[config.mk]
export PLATFORM = sky130hd
export DESIGN_NAME = apb_master_arbiter_flat
export DESIGN_NICKNAME = d
export VERILOG_FILES = /design/src/rtl/apb_master_arbiter_pkg.sv /design/src/rtl/apb_master_arbiter_if.sv /design/src/rtl/apb_rr_arbiter.sv /design/src/rtl/apb_master_arbiter.sv /design/src/flat_wrapper.sv
export SDC_FILE = /design/constraint.sdc
export NUM_CORES = 1
export LEC_CHECK = 0
export ABC_AREA = 1
export CAP_MARGIN = 15
export CORE_ASPECT_RATIO = 0.7
export CORE_MARGIN = 4
export CORE_UTILIZATION = 43
export DETAILED_ROUTE_END_ITERATION = 6
export GPL_ROUTABILITY_DRIVEN = 1
export PLACE_DENSITY = 0.87
export SYNTH_ARGS = -nofsm -noshare
export SYNTH_HDL_FRONTEND = slang
export SYNTH_HIERARCHICAL = 1
export SYNTH_SLANG_ARGS = --single-unit
[constraint.sdc]
create_clock -name i_hclk -period 3.85 [get_ports i_hclk]
set_clock_uncertainty 0.2 [all_clocks]
set_input_delay 1.155 -clock i_hclk [delete_from_list [all_inputs] [get_ports i_hclk]]
set_output_delay 1.155 -clock i_hclk [all_outputs]
set_load 0.05 [all_outputs]
[src/rtl/apb_master_arbiter_pkg.sv]
// Shared types and constants for the two-master APB arbiter.
// FSM encodings are fixed so that state dumps read the same across tools.
package apb_master_arbiter_pkg;
   localparam int NUM_MASTERS = 2;

   typedef enum logic [1:0] {
      ST_IDLE   = 2'b00,
      ST_SETUP  = 2'b01,
      ST_ACCESS = 2'b10
   } apb_state_t;
endpackage

[src/rtl/apb_master_arbiter_if.sv]
// Requester-side and APB-side signals of the arbiter, bundled for port connection.
// "master" is the arbiter's view; "slave" is the view of the surrounding masters and APB slave.
interface apb_master_arbiter_if #(
   parameter int ADDR_W = 32,
   parameter int DATA_W = 32
);
   import apb_master_arbiter_pkg::*;

   logic [NUM_MASTERS-1:0]             m_req;
   logic [NUM_MASTERS-1:0]             m_write;
   logic [NUM_MASTERS-1:0][ADDR_W-1:0] m_addr;
   logic [NUM_MASTERS-1:0][DATA_W-1:0] m_wdata;
   logic [NUM_MASTERS-1:0]             m_done;
   logic [DATA_W-1:0]                  m_rdata;
   logic                               m_err;
   logic                               owner;
   logic                               busy;
   logic                               psel;
   logic                               penable;
   logic                               pwrite;
   logic [ADDR_W-1:0]                  paddr;
   logic [DATA_W-1:0]                  pwdata;
   logic [DATA_W-1:0]                  prdata;
   logic                               pready;
   logic                               pslverr;

   modport master (
      input  m_req, m_write, m_addr, m_wdata, prdata, pready, pslverr,
      output m_done, m_rdata, m_err, owner, busy, psel, penable, pwrite, paddr, pwdata
   );

   modport slave (
      output m_req, m_write, m_addr, m_wdata, prdata, pready, pslverr,
      input  m_done, m_rdata, m_err, owner, busy, psel, penable, pwrite, paddr, pwdata
   );
endinterface

[src/rtl/apb_rr_arbiter.sv]
// Combinational 2-way round-robin pick: a lone requester wins outright,
// a tie goes to the master that did not own the previous transfer.
module apb_rr_arbiter
   import apb_master_arbiter_pkg::*;
(
   input  logic [NUM_MASTERS-1:0] i_eligible,
   input  logic                   i_last_grant,
   output logic [NUM_MASTERS-1:0] o_gnt,
   output logic                   o_gnt_valid
);
   always_comb begin
      o_gnt = '0;
      case (i_eligible)
         2'b01:   o_gnt = 2'b01;
         2'b10:   o_gnt = 2'b10;
         2'b11:   o_gnt = i_last_grant ? 2'b01 : 2'b10;
         default: o_gnt = '0;
      endcase
   end

   assign o_gnt_valid = |i_eligible;
endmodule

[src/rtl/apb_master_arbiter.sv]
// Two-master APB arbiter: round-robin grant, SETUP/ACCESS sequencing, PREADY wait
// states and a wait-state timeout that force-completes a hung transfer with an error.
module apb_master_arbiter
   import apb_master_arbiter_pkg::*;
#(
   parameter int ADDR_W  = 32,
   parameter int DATA_W  = 32,
   parameter int TIMEOUT = 16,
   parameter int TO_W    = 5
)(
   input  logic                 i_hclk,
   input  logic                 i_hrstn,
   apb_master_arbiter_if.master bus
);
   localparam int              TO_LAST_I = (TIMEOUT == 0) ? 0 : TIMEOUT - 1;
   localparam logic [TO_W-1:0] TO_LAST   = TO_W'(TO_LAST_I);

   apb_state_t             r_state;
   logic [TO_W-1:0]        r_wcnt;
   logic                   r_last_grant;
   logic                   r_owner;
   logic                   r_psel;
   logic                   r_penable;
   logic                   r_pwrite;
   logic [ADDR_W-1:0]      r_paddr;
   logic [DATA_W-1:0]      r_pwdata;
   logic [NUM_MASTERS-1:0] r_done;
   logic [DATA_W-1:0]      r_rdata;
   logic                   r_err;

   logic [NUM_MASTERS-1:0] w_eligible;
   logic [NUM_MASTERS-1:0] w_gnt;
   logic                   w_gnt_valid;
   logic                   w_win;
   logic                   w_timeout;

   // A master still seeing its own done pulse is dropping m_req; don't re-grant it.
   assign w_eligible = bus.m_req & ~r_done;
   assign w_win      = w_gnt[1];
   assign w_timeout  = (TIMEOUT != 0) && !bus.pready && (r_wcnt == TO_LAST);

   apb_rr_arbiter u_rr (
      .i_eligible   (w_eligible),
      .i_last_grant (r_last_grant),
      .o_gnt        (w_gnt),
      .o_gnt_valid  (w_gnt_valid)
   );

   always_ff @(posedge i_hclk or negedge i_hrstn) begin
      if (!i_hrstn) begin
         r_state      <= ST_IDLE;
         r_wcnt       <= '0;
         r_last_grant <= 1'b1;
         r_owner      <= 1'b0;
         r_psel       <= 1'b0;
         r_penable    <= 1'b0;
         r_pwrite     <= 1'b0;
         r_paddr      <= '0;
         r_pwdata     <= '0;
         r_done       <= '0;
         r_rdata      <= '0;
         r_err        <= 1'b0;
      end else begin
         // Completion outputs are single-cycle pulses.
         r_done  <= '0;
         r_rdata <= '0;
         r_err   <= 1'b0;
         case (r_state)
            ST_IDLE: begin
               if (w_gnt_valid) begin
                  r_owner   <= w_win;
                  r_paddr   <= bus.m_addr[w_win];
                  r_pwrite  <= bus.m_write[w_win];
                  r_pwdata  <= bus.m_write[w_win] ? bus.m_wdata[w_win] : '0;
                  r_psel    <= 1'b1;
                  r_penable <= 1'b0;
                  r_state   <= ST_SETUP;
               end
            end
            ST_SETUP: begin
               r_penable <= 1'b1;
               r_wcnt    <= '0;
               r_state   <= ST_ACCESS;
            end
            ST_ACCESS: begin
               if (bus.pready || w_timeout) begin
                  r_done[r_owner] <= 1'b1;
                  r_rdata         <= (bus.pready && !r_pwrite) ? bus.prdata : '0;
                  r_err           <= bus.pready ? bus.pslverr : 1'b1;
                  r_psel          <= 1'b0;
                  r_penable       <= 1'b0;
                  r_last_grant    <= r_owner;
                  r_state         <= ST_IDLE;
               end else begin
                  r_wcnt <= r_wcnt + TO_W'(1);
               end
            end
            default: r_state <= ST_IDLE;
         endcase
      end
   end

   assign bus.m_done  = r_done;
   assign bus.m_rdata = r_rdata;
   assign bus.m_err   = r_err;
   assign bus.owner   = r_owner;
   assign bus.busy    = r_psel;
   assign bus.psel    = r_psel;
   assign bus.penable = r_penable;
   assign bus.pwrite  = r_pwrite;
   assign bus.paddr   = r_paddr;
   assign bus.pwdata  = r_pwdata;
endmodule
[src/flat_wrapper.sv]
// flat-port wrapper written by rule: the top's interface ports become plain ports
module apb_master_arbiter_flat import apb_master_arbiter_pkg::*;
#(
   parameter int ADDR_W  = 32,
   parameter int DATA_W  = 32,
   parameter int TIMEOUT = 16,
   parameter int TO_W    = 5
)
  (i_hclk, i_hrstn, bus_m_req, bus_m_write, bus_m_addr, bus_m_wdata, bus_prdata, bus_pready, bus_pslverr, bus_m_done, bus_m_rdata, bus_m_err, bus_owner, bus_busy, bus_psel, bus_penable, bus_pwrite, bus_paddr, bus_pwdata);
  apb_master_arbiter_if #(.ADDR_W(ADDR_W), .DATA_W(DATA_W)) bus_i ();
  input  logic i_hclk;
  input  logic i_hrstn;
  input wire logic [$bits(bus_i.m_req)-1:0] bus_m_req;
  input wire logic [$bits(bus_i.m_write)-1:0] bus_m_write;
  input wire logic [$bits(bus_i.m_addr)-1:0] bus_m_addr;
  input wire logic [$bits(bus_i.m_wdata)-1:0] bus_m_wdata;
  input wire logic [$bits(bus_i.prdata)-1:0] bus_prdata;
  input wire logic [$bits(bus_i.pready)-1:0] bus_pready;
  input wire logic [$bits(bus_i.pslverr)-1:0] bus_pslverr;
  output wire logic [$bits(bus_i.m_done)-1:0] bus_m_done;
  output wire logic [$bits(bus_i.m_rdata)-1:0] bus_m_rdata;
  output wire logic [$bits(bus_i.m_err)-1:0] bus_m_err;
  output wire logic [$bits(bus_i.owner)-1:0] bus_owner;
  output wire logic [$bits(bus_i.busy)-1:0] bus_busy;
  output wire logic [$bits(bus_i.psel)-1:0] bus_psel;
  output wire logic [$bits(bus_i.penable)-1:0] bus_penable;
  output wire logic [$bits(bus_i.pwrite)-1:0] bus_pwrite;
  output wire logic [$bits(bus_i.paddr)-1:0] bus_paddr;
  output wire logic [$bits(bus_i.pwdata)-1:0] bus_pwdata;
  assign bus_i.m_req = bus_m_req;
  assign bus_i.m_write = bus_m_write;
  assign bus_i.m_addr = bus_m_addr;
  assign bus_i.m_wdata = bus_m_wdata;
  assign bus_i.prdata = bus_prdata;
  assign bus_i.pready = bus_pready;
  assign bus_i.pslverr = bus_pslverr;
  assign bus_m_done = bus_i.m_done;
  assign bus_m_rdata = bus_i.m_rdata;
  assign bus_m_err = bus_i.m_err;
  assign bus_owner = bus_i.owner;
  assign bus_busy = bus_i.busy;
  assign bus_psel = bus_i.psel;
  assign bus_penable = bus_i.penable;
  assign bus_pwrite = bus_i.pwrite;
  assign bus_paddr = bus_i.paddr;
  assign bus_pwdata = bus_i.pwdata;
  apb_master_arbiter #(.ADDR_W(ADDR_W), .DATA_W(DATA_W), .TIMEOUT(TIMEOUT), .TO_W(TO_W)) u_core (.i_hclk(i_hclk), .i_hrstn(i_hrstn), .bus(bus_i));
endmodule
==> results by stage, run 1 <==
Detailed routing:
- In the routed layout, each cell is associated on average with a via count of 4.77.
- The wire length on met3 is between 1 and 1.5 mm.
- Wires add up to 16.2 mm.
- The first detailed-routing pass ran for 4 iterations.
- The total met2 wirelength after detailed routing is 7.95 mm.
- The wire length on met1 is 6.62 mm.
- The iteration-0 DRC count of the detailed router is 221.
- The highest metal layer carrying signal wires in the routed design is met4.
- The post-detailed-route count of antenna-violating nets is 0.
- The total number of vias is 5019.
- The routed length per placed instance is 15.4 um.
- After detailed routing, the number of remaining DRC violations is 0.

Timing:
- The total count of max-transition violations in the final report is 0.
- The post-route setup TNS is 0 ps.
- The clock period could shrink to between 2000 and 3000 ps.
- The final setup violation count is 0.
- The final-report hold violation count is 0.
- Timing would allow up to 336 MHz.
- Headroom to the max-slew limit came out at 0.462.
- Dividing the final minimum period by the clock period gives 0.773.
- Setup repair after global routing left no endpoint under its margin.
- The transition time at the pin with the least slew margin is 807 ps.

Finish:
- Once layout is complete, the utilization of the core stands at 0.724.
- The antenna cell count is 0.
- The count of cells in the finished layout, fillers not included, comes to 1053.
- The layout cell share with drive strength beyond 1 is 0.0489.
- Compared with the post-synthesis result, the final layout area differs by 60.6%.
- The net total in the final layout is 1065.

CTS:
- The clock drives ~110 sinks.
- The clock edge transition at the registers on the reported setup and hold paths is 70 ps.
- In this run, post-CTS hold repair placed 0 buffers.
- At the later pin of the worst-skew pair, clock insertion delay measures 340 ps.
- The number of H-tree levels is 3.
- The clock root buffer is sky130_fd_sc_hd__clkbuf_16.
- The number of buffers created by CTS is 9.
- The total of cells resized after clock tree synthesis is 0.
- The number of post-CTS setup repair buffers is 0.
- The maximum clock insertion buffer count is 2.
- The TritonCTS clock tree is yes.

Critical path:
- Setup slack on the worst reg-to-reg path comes out at around 1800 ps.
- The cell repeated most along the worst path is sky130_fd_sc_hd__nand2_1.
- Together, buffers and inverters on the worst path number 4.
- The endpoint class of the critical path is a register.
- In this design, the stage delay of the slowest critical-path cell is 450 ps.
- Of all nets on the critical path, the largest fanout is 26.
- The slowest stage of the critical path belongs to the cell sky130_fd_sc_hd__clkdlybuf4s50_1.
- The arrival time reported for the critical path endpoint is between 3000 and 4000 ps.
- The startpoint class of the critical path is an input port.
- The signal on the critical path passes through clkdlybuf4s50_1 > inv_1 > nor2_1 > or2_1 > nand3_4 > inv_2 > buf_4 > nand2_1 > nand2_1.
- The critical path is of the in -> reg type.
- The cell family with the largest share of critical-path delay is buffers and inverters.
- The required time of the critical path is ~3900 ps.

Yosys:
- The total of warnings raised by yosys is 6.
- The post-synthesis instance area is 5090 um^2.
- Synthesis produced approximately 640 cells.
- A synthesized cell averages 7.94 um^2.
- Synthesis produced a netlist with a net count of 811.

Global route:
- The largest net degree at the start of global routing is 65.
- The first global-routing pass estimated between 20 and 30 mm of wire.
- The number of antenna violations at the first check in global routing is 0.
- After global routing the overflow that remains totals 0.
- The number of global-route vias before repair came to 4854.
- For this run, the total global-route usage over all layers was measured as 0.235.

Hold path:
- The class of the tightest hold or removal check is reg -> reg.

Floorplan:
- After floorplanning, the core was divided into 32 placement rows.
- The die covers 13700 um^2.
- The effective utilization at floorplan is 0.451.
- The floorplan die width is roughly 140 um.
- After floorplanning, the core was sized to cover approximately 11000 um^2.
- The floorplan die height is 99.0 um.
- The top-level port count is 272.

Power:
- Cell internal power was estimated by the tool at roughly 3 mW.
- The maximum ir drop on the vdd rail is 0.000658 V.
- Dividing total power by cell area gives a power density of 744 nW/um^2.
- The fraction of power consumed by the clock network is 0.149.
- Of the total power, combinational logic draws 0.560.
- The switching part of the total is 0.492.
- The switching power total is 2.99 mW.
- For this design the static power due to leakage is 4.04 nW.
- The relative contribution of sequential cells to total power is 0.291.

Placement:
- The number of placed instances with taps included is 1037.
- The detailed placer's ending HPWL is 12.1 mm.
- The global placer's final weighted congestion is 0.887.
- The count of port buffers added during placement is around 270.

Job:
- The number of max-cap violations is 0.

Outcome:
- The run finished with clean final reports.
==> worst reg2reg max path: stages (launching register included) <==
cell and delay [ps]:
sky130_fd_sc_hd__dfrtp_1 380, sky130_fd_sc_hd__nor2_1 200, sky130_fd_sc_hd__or2_1 210, sky130_fd_sc_hd__nand3_4 270, sky130_fd_sc_hd__inv_2 230, sky130_fd_sc_hd__buf_4 340
sky130_fd_sc_hd__nand2_1 110, sky130_fd_sc_hd__nand2_1 70
==> sequential cells by signal, summed over array words and instances, names as in the netlist <==
name                 cells
u_core/bus.m_rdata      32
u_core/bus.paddr        32
u_core/r_state           2
u_core/bus.penable       1
u_core/r_last_grant      1
u_core/bus.owner         1
u_core/r_wcnt            5
u_core/bus.m_err         1
u_core/bus.pwrite        1
u_core/bus.m_done        2
u_core/bus.pwdata       32
u_core/bus.busy          1
==> layout by cell type (no fill, tap or decap), types with 3 or more instances in the layout <==
cell type                         count
sky130_fd_sc_hd__buf_4                8
sky130_fd_sc_hd__buf_12               3
sky130_fd_sc_hd__clkbuf_16            9
sky130_fd_sc_hd__nand3_1             39
sky130_fd_sc_hd__nor3b_1             32
sky130_fd_sc_hd__clkdlybuf4s50_1    270
sky130_fd_sc_hd__o21ai_0              3
sky130_fd_sc_hd__inv_1               12
sky130_fd_sc_hd__nand2_2             10
sky130_fd_sc_hd__dfrtp_1            110
sky130_fd_sc_hd__nand2_1            372
sky130_fd_sc_hd__nor2_1              14
sky130_fd_sc_hd__inv_2                4
==> power groups by stage <==
stage / Combinational (mW) / Clock, mW / Sequential [mW]
2_1_floorplan: 1.01 / 0 / 2.99
3_3_place_gp: 3.39 / 0 / 1.78
3_5_place_dp: 3.43 / 0 / 1.78
4_1_cts: 3.44 / 0.928 / 1.77
5_1_grt: 3.63 / 0.979 / 1.82
6_report: 3.41 / 0.906 / 1.77
==> path summary, 6_finish.rpt <==
kind / start / end / depth (start not counted)
worst max-delay path: bus_m_req[0] / u_core/bus.paddr[0] / 9
worst min-delay path: u_core/bus.pwdata[9] / u_core/bus.pwdata[9] / 2
worst max register to register: u_core/bus.m_done[0] / u_core/bus.paddr[0] / 7
worst min register to register: u_core/bus.pwdata[9] / u_core/bus.pwdata[9] / 2
max in group asynchronous: i_hrstn / u_core/bus.pwdata[15] / 2
min in group asynchronous: i_hrstn / u_core/bus.paddr[6] / 1
==> metal layers <==
layer | GRT usage | up-vias
li1 | - | 2479
met1 | 0.298 | 2307
met2 | 0.398 | 217
met3 | 0.0723 | 16
met4 | 0.0577 | 0
met5 | 0 | -
==> final cells by class <==
type                       count  area [um^2]
tap                          153          191
sequential                   111         2780
fill                         875         3110
multi-input combinational    476         2030
timing repair buffer         281         2820
clock inverter                 7         65.1
clock buffer                   9          225
inverter                      16         60.1
==> per-stage QoR <==
stage	power (mW)	hold WS, ps	setup slack [ps]	cell area [um^2]
after detailed placement	5.21	264	503	7890
after global placement	5.17	261	592	7890
final	6.09	281	873	8180
after CTS	6.14	285	855	8180
after global routing	6.43	299	727	8180
after floorplan	4.00	269	1450	5090
(Power assumes the default switching activity.)
==> inputs of run 2 (changes only) <==
--- a/config.mk
+++ b/config.mk
@@ -9,10 +9,10 @@
 export CAP_MARGIN = 15
 export CORE_ASPECT_RATIO = 0.7
 export CORE_MARGIN = 4
-export CORE_UTILIZATION = 43
+export CORE_UTILIZATION = 40
 export DETAILED_ROUTE_END_ITERATION = 6
 export GPL_ROUTABILITY_DRIVEN = 1
-export PLACE_DENSITY = 0.87
+export PLACE_DENSITY = 0.82
 export SYNTH_ARGS = -nofsm -noshare
 export SYNTH_HDL_FRONTEND = slang
 export SYNTH_HIERARCHICAL = 1
==> constraint.sdc (replaced) <==
create_clock -name i_hclk -period 3.1 [get_ports i_hclk]
set_clock_uncertainty 0.2 [all_clocks]
set_input_delay 0.93 -clock i_hclk [delete_from_list [all_inputs] [get_ports i_hclk]]
set_output_delay 0.93 -clock i_hclk [all_outputs]
set_load 0.05 [all_outputs]
==> results by stage, run 2 (synthesized netlist as in run 1, its figures left out) <==
CTS:
- The clock net sink count is 111 (unchanged).
- The number of post-CTS setup repair buffers is 0 (unchanged).
- The quantity of hold-fixing buffers added after cts came to 0 (unchanged).
- The total of cells resized after clock tree synthesis was 0 (unchanged).
- The clock edge transition at the registers on the reported setup and hold paths came to 70 ps (about the same).
- The TritonCTS clock tree is yes.
- The number of H-tree levels is 3 (unchanged).
- The tree is rooted in a sky130_fd_sc_hd__clkbuf_16.
- The clock insertion delay at the later pin of the skew report came to 340 ps (about the same).
- The number of buffers created by CTS is 9 (unchanged).
- The maximum clock insertion buffer count is 2 (unchanged).

Critical path:
- The number of buffer and inverter stages on the critical path came to 1 (-3).
- The arrival time reported for the critical path endpoint is 1560 ps (-1500 ps).
- The endpoint class of the critical path is an output port.
- The required time of the critical path was 1970 ps (-1960 ps).
- The startpoint class of the critical path is a register.
- Walking the worst path, the cells encountered are clkdlybuf4s50_1.
- The register-to-register path setup slack is 1300 ps (-470 ps).
- The kind of critical path is reg -> out.
- Among all stages on the critical path, the largest delay is contributed by sky130_fd_sc_hd__clkdlybuf4s50_1.
- The beginning of the worst register-to-register path is u_core/r_wcnt[0].
- The end of the worst register-to-register path is u_core/r_wcnt[3].
- In this design, the largest share of critical-path delay is due to buffers and inverters.
- The count of cells along the worst register-to-register path is 9 (+2).
- The peak fanout along the critical path is 3 (-88%).
- The maximum single-stage delay on the critical path came to 850 ps (+400 ps).

Placement:
- The detailed placer's ending HPWL was 11.7 mm (-3.3%).
- The count of port buffers added during placement is 271 (unchanged).
- The global placer's final weighted congestion was 0.809 (-8.8%).

Job:
- The number of max-cap violations is 0 (unchanged).

Finish:
- The net total in the final layout is 1068 (+0.28%).
- The top cell types in the final layout, fill and taps aside, are sky130_fd_sc_hd__nand2_1, sky130_fd_sc_hd__clkdlybuf4s50_1, sky130_fd_sc_hd__dfrtp_1.
- The multi-input combinational cell area is 2030 um^2 (unchanged).
- The layout cell share with drive strength beyond 1 is 0.0510 (+0.00211).
- The filler cell count in the final layout is 1037 (+19%).
- The antenna cell count was 0 (unchanged).
- The share of the core filled with cells in the final layout was 0.662 (-0.0621).
- The library cell used most frequently in the layout, excluding fill and tap cells, is sky130_fd_sc_hd__nand2_1.
- The area growth from synthesis to layout is 61.5%.
- The storage element area is 2780 um^2 (unchanged).

Floorplan:
- The effective utilization at floorplan is 0.410 (-0.0411).
- The area of the die was 14600 um^2 (+7.0%).
- The placement row count is 34 (+6.3%).
- The floorplan die height is 102 um (+3.4%).
- The area of the core is 12400 um^2 (+10%).
- The floorplan die width was 143 um (+3.5%).
- The top-level port count was 272 (unchanged).

Power:
- The internal power consumption is 3.94 mW (+27%).
- The maximum ir drop on the vdd rail is 0.000763 V (+16%).
- The switching part of the total is 0.482 (-0.00999).
- The cell leakage power came to 4.06 nW (+0.42%).
- The relative contribution of sequential cells to total power is 0.290 (about the same).
- The fraction of power consumed by the clock network came to 0.154 (+0.005).
- The switching power total is 3.66 mW (+22%).
- The power share of the combinational group is 0.556 (-0.004).
- The ratio of total power to cell area was 924 nW/um^2 (+24%).

Global route:
- The largest net degree at the start of global routing is 112 (+72%).
- The number of antenna violations at the first check in global routing is 0 (unchanged).
- The global-route wire length before repair is 23.7 mm (-8.7%).
- The overall routing resource usage was 0.205 (-0.0307).
- The number of global-route vias before repair is 4599 (-5.3%).
- The remaining global-route overflow is 0 (unchanged).

Detailed routing:
- The total number of vias is 4919 (-2.0%).
- The post-detailed-route count of antenna-violating nets is 0 (unchanged).
- The routed length per placed instance is 14.8 um (-3.6%).
- The iteration count of the initial detailed-routing pass is 6 (+2).
- The iteration-0 DRC count of the detailed router was 227 (+2.7%).
- The number of DRC violations after detailed routing is 0 (unchanged).
- The ratio of routed vias to standard cells is 4.62 (-3.0%).
- The final wirelength came to 15.7 mm (-2.6%).

Outcome:
- The flow ran to the end, and the final reports show no timing, DRC or antenna violations.

Hold path:
- The class of the tightest hold or removal check is reg -> reg.
- The terminating pin of the worst hold path is u_core/bus.pwdata[1].
- The startpoint of the most critical hold path is u_core/bus.pwdata[1].
- The worst hold path cell count was 2 (unchanged).

Timing:
- Setup repair after global routing left no endpoint under its margin.
- The final-report hold violation count was 0 (unchanged).
- The worst path in the final design needs a cycle of between 2000 and 3000 ps, including I/O delays and setup.
- The final setup violation count is 0 (unchanged).
- Of the available clock period, the critical path in the final layout requires 0.868.
- The total count of max-transition violations in the final report is 0 (unchanged).
- The peak clock frequency supported by timing is 372 MHz.
- The post-route setup TNS is 0 ps (unchanged).
- The headroom to the max-slew limit is 0.538 (+0.0756).
- The transition time at the pin with the least slew margin came to 691 ps (-116 ps).
[run 2: metrics by stage]
stage,setup WS (ps),hold WS [ps],cell area (um^2),power [mW],cells
CTS,378,283,8220,7.67,1064
finish,409,281,8220,7.60,1064
global route,299,305,8220,8.02,1064
global placement,365,261,7920,6.43,1049
floorplan,926,269,5090,4.97,641
detailed placement,333,264,7920,6.47,1049
[run 2: area by class of cell]
class | count | share of cell area
multi-input cells | 476 | 0.247
inverters | 16 | 0.00730
clock buffers | 10 | 0.0291
clock inverters | 5 | 0.00791
well taps | 162 | 0.0246
flip-flops and latches | 111 | 0.338
repair buffers | 284 | 0.346
[run 2: worst max path at each step]
stage,from,end,cells after the start
6_report,u_core/bus.busy,bus_busy,1
5_1_grt,u_core/bus.busy,bus_busy,1
4_1_cts,u_core/bus.busy,bus_busy,1
3_5_place_dp,bus_m_req[1],u_core/bus.paddr[8],10
3_3_place_gp,bus_m_req[1],u_core/bus.paddr[8],10
2_1_floorplan,bus_m_req[1],u_core/bus.pwdata[30],11
[run 2: layer usage]
layer | routed length (um) | GRT usage | share of wire
met1 | 6660 | 0.265 | 0.42
met2 | 7380 | 0.337 | 0.47
met3 | 1520 | 0.0697 | 0.096
met4 | 189 | 0.0453 | 0.012
met5 | 0 | 0 | 0
[run 2: power groups by stage]
| stage | Combinational [mW] | Clock, mW | Sequential, mW |
|---|---|---|---|
| 4_1_cts | 4.27 | 1.20 | 2.20 |
| 3_3_place_gp | 4.21 | 0 | 2.22 |
| 3_5_place_dp | 4.26 | 0 | 2.21 |
| 5_1_grt | 4.49 | 1.27 | 2.26 |
| 2_1_floorplan | 1.25 | 0 | 3.72 |
| 6_report | 4.23 | 1.17 | 2.20 |
